--- config.mk ---
export PLATFORM = sky130hd
export DESIGN_NAME = line_rasterizer
export DESIGN_NICKNAME = d
export VERILOG_FILES = /design/src/rtl/line_raster_pkg.sv /design/src/rtl/line_addr_gen.sv /design/src/rtl/line_rasterizer.sv
export SDC_FILE = /design/constraint.sdc
export NUM_CORES = 1
export LEC_CHECK = 0
export CAP_MARGIN = 20
export CORE_MARGIN = 1
export CORE_UTILIZATION = 55
export DETAILED_ROUTE_END_ITERATION = 6
export GPL_TIMING_DRIVEN = 0
export HOLD_SLACK_MARGIN = 0.02
export PLACE_DENSITY = 0.92
export SLEW_MARGIN = 15
export SYNTH_ARGS = -nofsm -noshare
export SYNTH_HDL_FRONTEND = slang
export SYNTH_SLANG_ARGS = --single-unit
--- constraint.sdc ---
create_clock -name ACLK -period 6.1 [get_ports ACLK]
set_input_delay 1.22 -clock ACLK [delete_from_list [all_inputs] [get_ports ACLK]]
set_output_delay 1.22 -clock ACLK [all_outputs]
set_load 0.03 [all_outputs]
--- src/rtl/line_raster_pkg.sv ---
// Shared types for the line rasterizer and its address generator.
// Struct and error widths follow the default coordinate and address widths.
package line_raster_pkg;

   localparam int unsigned DEF_COORD_W = 11;
   localparam int unsigned DEF_ADDR_W  = 32;

   typedef enum logic [1:0] {IDLE, SETUP, DRAW, DONE} state_t;

   typedef struct packed {
      logic [DEF_COORD_W-1:0] x;
      logic [DEF_COORD_W-1:0] y;
      logic [DEF_ADDR_W-1:0]  addr;
      logic [31:0]            color;
      logic                   last;
   } pixel_t;

   // Two guard bits above the coordinate width keep 2*err in range.
   typedef logic signed [DEF_COORD_W+1:0] err_t;

endpackage

--- src/rtl/line_addr_gen.sv ---
// Framebuffer byte address of a pixel: base + ((y*STRIDE + x) << 2), wrapping.
// Purely combinational so it can be shared with other pixel engines.
module line_addr_gen #(
   parameter int unsigned COORD_W = 11,
   parameter int unsigned ADDR_W  = 32,
   parameter int unsigned STRIDE  = 640
) (
   input  logic [COORD_W-1:0] i_x,
   input  logic [COORD_W-1:0] i_y,
   input  logic [ADDR_W-1:0]  i_base,
   output logic [ADDR_W-1:0]  o_addr
);

   logic [ADDR_W-1:0] w_lin;

   assign w_lin  = ADDR_W'(i_y) * ADDR_W'(STRIDE) + ADDR_W'(i_x);
   assign o_addr = i_base + (w_lin << 2);

endmodule

--- src/rtl/line_rasterizer.sv ---
// Bresenham line engine: accepts one line command, streams one pixel per cycle
// (coordinate, byte address, colour) on a valid/ready interface.
module line_rasterizer
   import line_raster_pkg::*;
#(
   parameter int unsigned COORD_W = DEF_COORD_W,
   parameter int unsigned H_RES   = 640,
   parameter int unsigned V_RES   = 480,
   parameter int unsigned STRIDE  = 640,
   parameter int unsigned ADDR_W  = DEF_ADDR_W
) (
   input  logic               ACLK,
   input  logic               ARESETN,
   input  logic               cmd_valid,
   output logic               cmd_ready,
   input  logic [COORD_W-1:0] cmd_x0,
   input  logic [COORD_W-1:0] cmd_y0,
   input  logic [COORD_W-1:0] cmd_x1,
   input  logic [COORD_W-1:0] cmd_y1,
   input  logic [31:0]        cmd_color,
   input  logic [ADDR_W-1:0]  fb_base,
   output logic               pix_valid,
   input  logic               pix_ready,
   output logic [COORD_W-1:0] pix_x,
   output logic [COORD_W-1:0] pix_y,
   output logic [ADDR_W-1:0]  pix_addr,
   output logic [31:0]        pix_color,
   output logic               pix_last,
   output logic               busy,
   output logic               line_done,
   output logic               cmd_err
);

   localparam logic [COORD_W-1:0] X_MAX = COORD_W'(H_RES - 1);
   localparam logic [COORD_W-1:0] Y_MAX = COORD_W'(V_RES - 1);

   state_t r_state, w_state_d;

   logic [COORD_W-1:0] r_x0, r_y0, r_x1, r_y1;
   logic [COORD_W-1:0] r_cur_x, r_cur_y;
   logic [31:0]        r_color;
   logic [ADDR_W-1:0]  r_base;
   err_t               r_dx, r_dy, r_err;
   logic               r_sx_neg, r_sy_neg;
   logic               r_cmd_err;

   logic              w_accept, w_cmd_oor, w_last, w_step, w_step_x, w_step_y;
   err_t              w_xd, w_yd, w_dx, w_dy, w_e2, w_err_d;
   logic [ADDR_W-1:0] w_addr;
   pixel_t            w_pix;

   assign w_cmd_oor = (cmd_x0 > X_MAX) || (cmd_x1 > X_MAX) ||
                      (cmd_y0 > Y_MAX) || (cmd_y1 > Y_MAX);

   assign w_last = (r_state == DRAW) && (r_cur_x == r_x1) && (r_cur_y == r_y1);

   // Setup-cycle deltas; dy is kept negative as in the classic integer form.
   assign w_xd = err_t'({2'b00, r_x1}) - err_t'({2'b00, r_x0});
   assign w_yd = err_t'({2'b00, r_y1}) - err_t'({2'b00, r_y0});
   assign w_dx = w_xd[COORD_W+1] ? -w_xd : w_xd;
   assign w_dy = w_yd[COORD_W+1] ? w_yd : -w_yd;

   // Both step tests use the pre-update error so diagonal steps are one cycle.
   assign w_e2     = r_err <<< 1;
   assign w_step_x = (w_e2 >= r_dy);
   assign w_step_y = (w_e2 <= r_dx);
   assign w_err_d  = r_err + (w_step_x ? r_dy : '0) + (w_step_y ? r_dx : '0);

   always_ff @(posedge ACLK) begin
      if (!ARESETN) begin
         r_state <= IDLE;
      end else begin
         r_state <= w_state_d;
      end
   end

   always_comb begin
      w_state_d = r_state;
      cmd_ready = 1'b0;
      pix_valid = 1'b0;
      line_done = 1'b0;
      w_accept  = 1'b0;
      case (r_state)
         IDLE: begin
            cmd_ready = ARESETN;
            w_accept  = cmd_valid && ARESETN;
            if (w_accept && !w_cmd_oor) begin
               w_state_d = SETUP;
            end
         end
         SETUP: w_state_d = DRAW;
         DRAW: begin
            pix_valid = 1'b1;
            if (pix_ready && w_last) begin
               w_state_d = DONE;
            end
         end
         DONE: begin
            line_done = 1'b1;
            w_state_d = IDLE;
         end
         default: w_state_d = IDLE;
      endcase
   end

   assign busy   = (r_state != IDLE);
   assign w_step = pix_valid && pix_ready && !w_last;

   always_ff @(posedge ACLK) begin
      if (!ARESETN) begin
         r_x0      <= '0;
         r_y0      <= '0;
         r_x1      <= '0;
         r_y1      <= '0;
         r_cur_x   <= '0;
         r_cur_y   <= '0;
         r_color   <= '0;
         r_base    <= '0;
         r_dx      <= '0;
         r_dy      <= '0;
         r_err     <= '0;
         r_sx_neg  <= 1'b0;
         r_sy_neg  <= 1'b0;
         r_cmd_err <= 1'b0;
      end else begin
         r_cmd_err <= w_accept && w_cmd_oor;
         if (w_accept) begin
            r_x0    <= cmd_x0;
            r_y0    <= cmd_y0;
            r_x1    <= cmd_x1;
            r_y1    <= cmd_y1;
            r_color <= cmd_color;
            r_base  <= fb_base;
         end
         if (r_state == SETUP) begin
            r_dx     <= w_dx;
            r_dy     <= w_dy;
            r_err    <= w_dx + w_dy;
            r_sx_neg <= !(r_x0 < r_x1);
            r_sy_neg <= !(r_y0 < r_y1);
            r_cur_x  <= r_x0;
            r_cur_y  <= r_y0;
         end
         if (w_step) begin
            r_err <= w_err_d;
            if (w_step_x) begin
               r_cur_x <= r_sx_neg ? r_cur_x - 1'b1 : r_cur_x + 1'b1;
            end
            if (w_step_y) begin
               r_cur_y <= r_sy_neg ? r_cur_y - 1'b1 : r_cur_y + 1'b1;
            end
         end
      end
   end

   line_addr_gen #(
      .COORD_W (COORD_W),
      .ADDR_W  (ADDR_W),
      .STRIDE  (STRIDE)
   ) u_addr_gen (
      .i_x    (r_cur_x),
      .i_y    (r_cur_y),
      .i_base (r_base),
      .o_addr (w_addr)
   );

   always_comb begin
      w_pix = '{x: r_cur_x, y: r_cur_y, addr: w_addr, color: r_color, last: w_last};
   end

   assign pix_x     = w_pix.x;
   assign pix_y     = w_pix.y;
   assign pix_addr  = w_pix.addr;
   assign pix_color = w_pix.color;
   assign pix_last  = w_pix.last;
   assign cmd_err   = r_cmd_err;

endmodule

Word-level counts from Yosys, hierarchy flattened
Index checks and enable logic that the tools add are counted.
W data, S select, Z words.
{"block": "word_totals", "reg_bits": 174, "latch_bits": 0, "mem_bits_rw": 0, "rom_bits": 0, "inputBits": 112, "output_inout_bits": 92, "word_cells": 84, "n_memories": 0}
{"block": "op_classes", "addsub": 13, "n_mul": 1, "n_div": 0, "magnitude_cmp": 8, "eq_ne": 7, "shift": 0, "muxes": 21, "bitwise": 0, "n_reduce_logical": 19}
{"op": "$mux W11", "count": 8}
{"op": "$mux W13", "count": 6}
{"op": "$add A13 B13 Y13", "count": 3}
{"op": "$add A32 B32 Y32", "count": 1}
{"op": "$neg A12 Y13", "count": 2}
{"op": "$sub A11 B11 Y12", "count": 2}
{"op": "$add A11 B1 Y11 const B", "count": 2}
{"op": "$add A21 B11 Y22", "count": 1}
{"op": "$eq A11 B11 Y1", "count": 2}
{"op": "$gt A11 B10 Y1 const B", "count": 2}
{"op": "$gt A11 B9 Y1 const B", "count": 2}
{"op": "$lt A11 B11 Y1", "count": 2}
{"op": "$sub A11 B1 Y11 const B", "count": 2}
{"op": "$mul A11 B3 Y14 const B", "count": 1}
{"op": "$ge A13 B13 Y1", "count": 1}
{"op": "$le A13 B13 Y1", "count": 1}
{"op": "$logic_and A1 B1 Y1", "count": 8}
{"op": "$pmux W2 S4", "count": 1}
{"op": "$eq A2 B2 Y1 const B", "count": 2}
{"op": "$logic_not A1 Y1", "count": 4}
{"op": "$mux W1", "count": 4}
{"op": "$mux W2", "count": 2}
{"op": "$reduce_bool A2 Y1", "count": 2}
{"op": "$logic_or A1 B1 Y1", "count": 3}
{"op": "5 further kinds", "count": 5}

Logic depth before layout (Yosys ltp)
Gate-level depths: netlist of the first run.
{"block": "depth", "word_depth": 8, "mapped_depth": 24, "ltp_nobuf": 23}

Cells and area by module
From an unflattened synthesis of the first run, not the netlist that was laid out.
{"block": "hier_totals", "hier_cells": 1658, "hier_area_um2": 13231.4}
{"mod": "line_rasterizer", "n_inst": 1, "cells_per_inst": 1369, "area_per_inst_um2": 11005.6, "seq_area_each_um2": 3463.3}
{"mod": "line_addr_gen", "n_inst": 1, "cells_per_inst": 289, "area_per_inst_um2": 2225.9, "seq_area_each_um2": 0.0}

Worst setup path before layout of the first run
No wires, ideal clock.
{"block": "synth_path", "path_type": "reg2out", "from": "register r_cur_y[1], in the netlist pix_y[1]", "to": "output port pix_addr[28]", "t_arrival_ns": 4.608, "t_required_ns": 4.880, "path_slack_ns": 0.272, "stages_incl_launch_ff": 22, "path_buffers": 0, "path_cell_list": "dfxtp_1 > ha_1 > ha_1 > fa_1 > a21oi_1 > nor2_1 > nor2_1 > o21bai_1 > a21oi_1 > o21bai_1 > a21oi_1 > xnor2_1 > xor2_1 > ha_1 > a21o_1 > a21oi_1 > nor2_1 > o21ai_0 > nand2b_1 > a41oi_1 > and3b_1 > xor2_1"}
{"block": "synth_between", "elab_chain_len": 3}
{"item": "start, declared", "line_no": "line_rasterizer.sv:40", "source": "logic [COORD_W-1:0] r_cur_x, r_cur_y;"}
{"item": "start signal, assigned", "line_no": "line_rasterizer.sv:142", "source": "r_cur_y <= r_y0;"}
{"item": "start signal, assigned", "line_no": "line_rasterizer.sv:150", "source": "r_cur_y <= r_sy_neg ? r_cur_y - 1'b1 : r_cur_y + 1'b1;"}
{"item": "$mul A11 B3 Y14", "line_no": "line_addr_gen.sv:16", "source": "assign w_lin = ADDR_W'(i_y) * ADDR_W'(STRIDE) + ADDR_W'(i_x);"}
{"item": "$add A21 B11 Y22", "line_no": "line_addr_gen.sv:16"}
{"item": "$add A32 B32 Y32", "line_no": "line_addr_gen.sv:17", "source": "assign o_addr = i_base + (w_lin << 2);"}
{"item": "end, declared", "line_no": "line_rasterizer.sv:26", "source": "output logic [ADDR_W-1:0] pix_addr,"}
Every way passes these cells.

Worst setup path in the final report of the first run
Ends and elaborated chain as after synthesis.

==> flow_metrics.env, run 1 <==
export IMPL_grt_max_degree=22
export IMPL_synthesis_nets=1845
export IMPL_wl_um=41300
export IMPL_vias=13000
export IMPL_track_usage_pct=34.5
export IMPL_start_util_pct=56.7
export IMPL_timing_fmax_mhz=165
export IMPL_antennaDiodeCount=0
export IMPL_clk_pin_slew_ns=0.08
export IMPL_via_per_inst=6.16
export IMPL_final_setup_tns_ns=0
export IMPL_die_x_um=153
export IMPL_ys_seq_area_share_pct=27.7
export IMPL_final_nets=2079
export IMPL_synth_cell_types=68
export IMPL_fillers=1609
export IMPL_critPathArrivalTime_ns=4.85
export IMPL_place_area_um2=14900
export IMPL_final_core_util_pct=71.7
export IMPL_cp_end_kind="output pin"
export IMPL_io_pins=204
export IMPL_final_area_um2=15800
export IMPL_synth_area_um2=12500
export IMPL_critPathKind="reg2out"
export IMPL_ant_nets=0
export IMPL_wl_per_cell_um=19.6
export IMPL_firstDrtPassIters=7
export IMPL_fin_ws_ns=0.0288
export IMPL_ctsLongestPathBuffers=2
export IMPL_cts_sinks=173
export IMPL_skew_ns=0.0176
export IMPL_slew_headroom_pct=41.0
export IMPL_p_leak_nw=6.79
export IMPL_final_cell_mix="nand2_1, clkdlybuf4s50_1, dfxtp_1"
export IMPL_num_rows=54
export IMPL_antenna_found_initial=0
export IMPL_die_h_um=153
export IMPL_synth_warnings=0
export IMPL_violations="design-rule violations"
export IMPL_synthSimpleGateAreaFrac_pct=18.3
export IMPL_dieArea_um2=23300
export IMPL_status="complete, but fails checks"
export IMPL_cp_start_kind="register"
export IMPL_tritoncts="built"
export IMPL_muxShareOfSynthArea_pct=2.62
export IMPL_areaGrowthSynthToFinish_pct=26.3
export IMPL_total_power_mw=4.32
export IMPL_hpwl_um=31100
export IMPL_regArea_um2=3480
export IMPL_mostFrequentLayoutCell="nand2_1"
export IMPL_holdWs_ns=0.465
export IMPL_peakVddDrop_uv=206
export IMPL_core_area_um2=22000
export IMPL_pwr_density_cell_nw_per_um2=273
export IMPL_finalHoldViolCount=0
export IMPL_dp_cells=2057
export IMPL_hold_path_class="reg2reg"
export IMPL_clk_latency_ns=0.46
export IMPL_pre_cts_ws_ns=-0.563
export IMPL_worst_pin_slew_ns=0.885
export IMPL_dr_first_iter_drc_count=1302
export IMPL_htreeDepth=4
export IMPL_cts_root_buf="clkbuf_16"
export IMPL_async_flop_share_pct=0
export IMPL_cp_max_fo=4
export IMPL_overflow=0
export IMPL_postSynthAreaPerCell_um2=7.94
export IMPL_worstPathRequired_ns=4.88
export IMPL_fin_crit_ns=6.07
export IMPL_synth_edf_count=0
export IMPL_synth_top_family_by_area="compound AO/OA/AOI/OAI gates"
export IMPL_synthXorXnorAreaFrac_pct=9.11
export IMPL_gp_congestion=0.966
export IMPL_synth_compound_area_share_pct=19.9
export IMPL_grt_pass1_wl_um=63400
export IMPL_syn_inst=1575
export IMPL_multi_input_area_um2=8570
export IMPL_grt_pass1_vias=12300
export IMPL_synthAdderAreaFrac_pct=17.0
export IMPL_ys_flop_type="dfxtp_1"
export IMPL_cts_buffers=17
export IMPL_fin_crit_sh_pct=99.5
export IMPL_drc=9
export IMPL_cap_violations=0
export IMPL_drive_above_1_share_pct=6.26
export IMPL_io_buffer_count=202
export IMPL_ys_seq_elements=173
export IMPL_slew_violations=0
export IMPL_cts_hold_fix_buffers=0
export IMPL_fin_cells=2102
export IMPL_setup_viol=0
export IMPL_grt_setup_unrepaired="yes"
==> layout make-up <==
class | instances | area share, %
well taps | 280 | 2.22
inverters | 107 | 2.54
clock buffers | 17 | 2.69
repair buffers | 215 | 13.3
plain buffers | 65 | 1.60
clock inverters | 15 | 1.31
multi-input cells | 1230 | 54.3
flip-flops and latches | 173 | 22.1
==> state kept, by name (all words and copies together), names as in the netlist, 12 cells and up <==
| name | cells |
|---|---|
| r_err | 12 |
| r_base | 32 |
| pix_color | 32 |
| r_dy | 13 |
| r_dx | 13 |
==> kinds of logic (layout without fill, tap and decap cells) <==
group | after synthesis | after routing
multiplexers | 32 | 32
adder cells (fa/ha/maj) | 158 | 158
XOR/XNOR | 130 | 130
other | 1 | 1
flip-flops | 173 | 173
AND/OR/NAND/NOR | 510 | 510
AO/OA/AOI/OAI | 399 | 399
buffers and inverters | 172 | 419
==> synthesized netlist by cell type (all sizes together) (4+ instances only) <==
cell / instances / share of area, %
nand2: 259 / 7.8
dfxtp: 173 / 28
o21ai: 141 / 5.6
ha: 138 / 14
inv: 105 / 3.2
nor2: 92 / 2.8
xnor2: 82 / 5.7
a21oi: 81 / 3.3
clkbuf: 56 / 1.7
xor2: 48 / 3.4
a211oi: 41 / 2.5
a21o: 40 / 2.4
nor3: 34 / 1.4
o31ai: 29 / 1.7
mux2i: 26 / 2.1
and2: 23 / 1.2
nor2b: 22 / 1.1
fa: 20 / 3.2
nand3: 18 / 0.72
nand4: 16 / 0.80
a31oi: 14 / 0.70
o21bai: 11 / 0.66
nor4: 10 / 0.50
buf: 9 / 0.34
and3: 8 / 0.41
a21boi: 6 / 0.36
mux2: 6 / 0.54
nand2b: 6 / 0.30
o211a: 6 / 0.48
or3: 6 / 0.30
a221oi: 5 / 0.40
or2: 5 / 0.25
nor4b: 4 / 0.45
==> metal layers <==
metal / track usage (%) / vias up / routed length, um
met4: 16.8 / 0 / 1560
met5: 0 / - / 0
li1: - / 5937 / -
met1: 44.7 / 6155 / 16800
met3: 7.65 / 123 / 4450
met2: 54.2 / 742 / 18400
==> critical path, stage by stage (launching register included) <==
cell	delay, ns
dfxtp_4	0.37
ha_4	0.24
ha_4	0.16
fa_2	0.41
a21oi_2	0.14
nor2_1	0.05
nor2_2	0.17
o21bai_1	0.09
a21oi_2	0.21
o21bai_1	0.13
a21oi_2	0.22
xnor2_2	0.17
xor2_1	0.24
ha_1	0.29
a21o_1	0.18
a21oi_2	0.15
nor2_1	0.06
o21ai_1	0.16
nand2b_1	0.11
a41oi_4	0.26
and3b_1	0.22
xor2_1	0.15
buf_4	0.19
==> worst paths after layout <==
kind / from / to / slack (ns) / depth (start not counted)
max: pix_y[1]$_SDFF_PN0_ / pix_addr[28] / 0.03 / 22
min: pix_color[27]$_SDFFE_PN0P_ / pix_color[27]$_SDFFE_PN0P_ / 0.46 / 2
max reg2reg: r_err[5]$_SDFFE_PN0P_ / r_err[10]$_SDFFE_PN0P_ / 0.39 / 20
min reg2reg: pix_color[27]$_SDFFE_PN0P_ / pix_color[27]$_SDFFE_PN0P_ / 0.46 / 2
==> report_power, final <==
part	total (mW)	switching (mW)	internal, mW
clock network	1.16	0.595	0.565
logic	1.86	1.10	0.760
registers	1.29	0.0848	1.21
total	4.32	1.78	2.53
==> timing repair <==
item	CTS	global route
endpoints found under the hold margin	0	0
setup endpoints to repair	13	13
resized for setup	53	37
buffers inserted	1	12
pin swaps	5	18
gates cloned	0	0
No activity file was read; power rests on OpenSTA's default activity.
==> run 2: changes to the inputs <==
--- a/config.mk
+++ b/config.mk
@@ -14,3 +14,3 @@
 export PLACE_DENSITY = 0.92
-export SLEW_MARGIN = 15
+export SLEW_MARGIN = 20
 export SYNTH_ARGS = -nofsm -noshare
==> constraint.sdc (replaced) <==
create_clock -name ACLK -period 6.1 [get_ports ACLK]
set_input_delay 1.83 -clock ACLK [delete_from_list [all_inputs] [get_ports ACLK]]
set_output_delay 1.83 -clock ACLK [all_outputs]
set_load 0.03 [all_outputs]
==> flow_metrics.env, run 2 (same netlist as run 1, synthesis figures left out) <==
export IMPL_final_core_util_pct=73.4
export IMPL_start_util_pct=56.7
export IMPL_fin_crit_ns=6.82
export IMPL_fillers=1495
export IMPL_die_h_um=153
export IMPL_rrSetupSlack_ns=0.54
export IMPL_dp_cells=2057
export IMPL_slew_headroom_pct=38.1
export IMPL_cts_buffers=17
export IMPL_worst_path_max_delay_cell="dfxtp_1"
export IMPL_final_cell_mix="nand2_1, clkdlybuf4s50_1, dfxtp_1"
export IMPL_clk_latency_ns=0.45
export IMPL_timing_fmax_mhz=147
export IMPL_worstPathRequired_ns=4.27
export IMPL_status="complete, but fails checks"
export IMPL_grt_setup_unrepaired="yes"
export IMPL_pwr_density_cell_nw_per_um2=268
export IMPL_grt_pass1_wl_um=66300
export IMPL_cp_max_fo=6
export IMPL_mostFrequentLayoutCell="nand2_1"
export IMPL_clk_pin_slew_ns=0.08
export IMPL_multi_input_area_um2=8830
export IMPL_drc=6
export IMPL_ant_nets=0
export IMPL_antennaDiodeCount=0
export IMPL_wl_um=44800
export IMPL_critPathKind="reg2out"
export IMPL_tritoncts="built"
export IMPL_cp_end_kind="output pin"
export IMPL_worst_pin_slew_ns=0.928
export IMPL_finalHoldViolCount=0
export IMPL_slew_violations=0
export IMPL_dieArea_um2=23300
export IMPL_ctsLongestPathBuffers=2
export IMPL_io_buffer_count=202
export IMPL_place_area_um2=14900
export IMPL_fin_cells=2119
export IMPL_hpwl_um=30400
export IMPL_cp_cell_sequence="ha_1 > ha_1 > nand2_1 > o21ai_2 > xor2_1 > inv_2 > buf_4 > xnor2_1 > ha_1 > nand2_1 > nand2_1 > a21o_1 > a21oi_2 > nor2_1 > o21ai_1 > nand2b_1 > a41oi_4 > and3b_2 > xor2_4 > buf_6"
export IMPL_hold_path_class="reg2reg"
export IMPL_cts_root_buf="clkbuf_16"
export IMPL_antenna_found_initial=0
export IMPL_dr_first_iter_drc_count=1548
export IMPL_regToRegStartpoint="r_dy[7]$_SDFFE_PN0N_"
export IMPL_pre_cts_ws_ns=-1.15
export IMPL_areaGrowthSynthToFinish_pct=29.4
export IMPL_wl_per_cell_um=21.1
export IMPL_final_area_um2=16200
export IMPL_drive_above_1_share_pct=9.19
export IMPL_grt_use_met2_pct=58.7
export IMPL_violations="design-rule violations, negative setup slack"
export IMPL_die_x_um=153
export IMPL_final_nets=2097
export IMPL_core_area_um2=22000
export IMPL_met1_usage_pct=44.4
export IMPL_total_power_mw=4.34
export IMPL_setup_viol=14
export IMPL_cts_hold_fix_buffers=0
export IMPL_fin_crit_sh_pct=112
export IMPL_track_usage_pct=36.0
export IMPL_r2r_end="r_err[10]$_SDFFE_PN0P_"
export IMPL_critPathArrivalTime_ns=4.99
export IMPL_met3_usage_pct=8.93
export IMPL_crit_buf_inv=3
export IMPL_io_pins=204
export IMPL_whs_path_depth=2
export IMPL_cp_start_kind="register"
export IMPL_htreeDepth=4
export IMPL_peakVddDrop_uv=205
export IMPL_firstDrtPassIters=7
export IMPL_p_leak_nw=6.95
export IMPL_gp_congestion=1.00
export IMPL_fin_ws_ns=-0.718
export IMPL_top_usage_layer="met2"
export IMPL_skew_ns=0.0190
export IMPL_startpoint="pix_y[8]$_SDFF_PN0_"
export IMPL_grt_max_degree=20
export IMPL_path_delay_family="adder cells"
export IMPL_regArea_um2=3480
export IMPL_via_per_inst=6.35
export IMPL_grt_pass1_vias=12700
export IMPL_crit_path_max_incr_delay_ns=0.61
export IMPL_r2r_cells=21
export IMPL_cts_sinks=173
export IMPL_overflow=0
export IMPL_hold_end="pix_color[2]$_SDFFE_PN0P_"
export IMPL_num_rows=54
export IMPL_vias=13500
export IMPL_cap_violations=0
export IMPL_min_from="pix_color[2]$_SDFFE_PN0P_"
==> run 2: timing repair <==
| action | CTS | global route |
|---|---|---|
| resized for setup | 125 | 48 |
| buffers inserted | 18 | 13 |
| pin swaps | 28 | 33 |
| endpoints found under the setup margin | 19 | 18 |
==> run 2: area by class of cell <==
cell class | instances | area share, %
Multi-Input combinational cell | 1230 | 54.6
Sequential cell | 173 | 21.5
Timing Repair Buffer | 233 | 13.8
Clock buffer | 17 | 2.63
Inverter | 107 | 2.48
Tap cell | 280 | 2.17
Buffer | 65 | 1.57
Clock inverter | 14 | 1.18
==> run 2: power breakdown <==
part	switching [mW]	internal (mW)	leakage [nW]
Clock	0.560	0.594	0.300
Combinational	1.12	0.773	5.22
Sequential	0.0854	1.21	1.42
==> run 2: worst max-delay path by stage <==
stage	to	slack, ns	cells after the start
2_1_floorplan	pix_addr[28]	0.03	21
3_3_place_gp	pix_addr[31]	-1.07	21
3_5_place_dp	pix_addr[31]	-1.15	21
4_1_cts	pix_addr[28]	-0.30	22
5_1_grt	pix_addr[28]	-0.87	20
6_report	pix_addr[28]	-0.72	20
==> run 2: stage by stage <==
stage,hold slack (ns),TNS [ns]
2_1_floorplan,0.427,0
3_3_place_gp,0.443,-7.23
3_5_place_dp,0.450,-8.11
4_1_cts,0.461,-1.73
5_1_grt,0.474,-7.68
6_report,0.460,-6.01
==> run 2: routing by layer <==
metal | up-vias | part of all wire (%)
met4 | 0 | 5.5
met5 | - | 0
met1 | 6264 | 37
met3 | 265 | 12
met2 | 960 | 45
li1 | 5969 | -
==> run 2: worst register-to-register path, cell delays in order (launching register included) <==
cell	delay, ns
dfxtp_1	0.37
inv_1	0.06
ha_1	0.29
nand4_1	0.17
nor4_1	0.52
a211oi_1	0.11
o21ai_0	0.27
mux2_2	0.47
clkbuf_1	0.27
and2_1	0.25
fa_1	0.48
ha_1	0.31
a21o_1	0.18
a21oi_1	0.21
o21bai_1	0.10
a21oi_1	0.27
nor2b_1	0.08
o21ai_0	0.18
nand2b_1	0.15
or3_1	0.38
a21boi_0	0.22
nor3_1	0.08
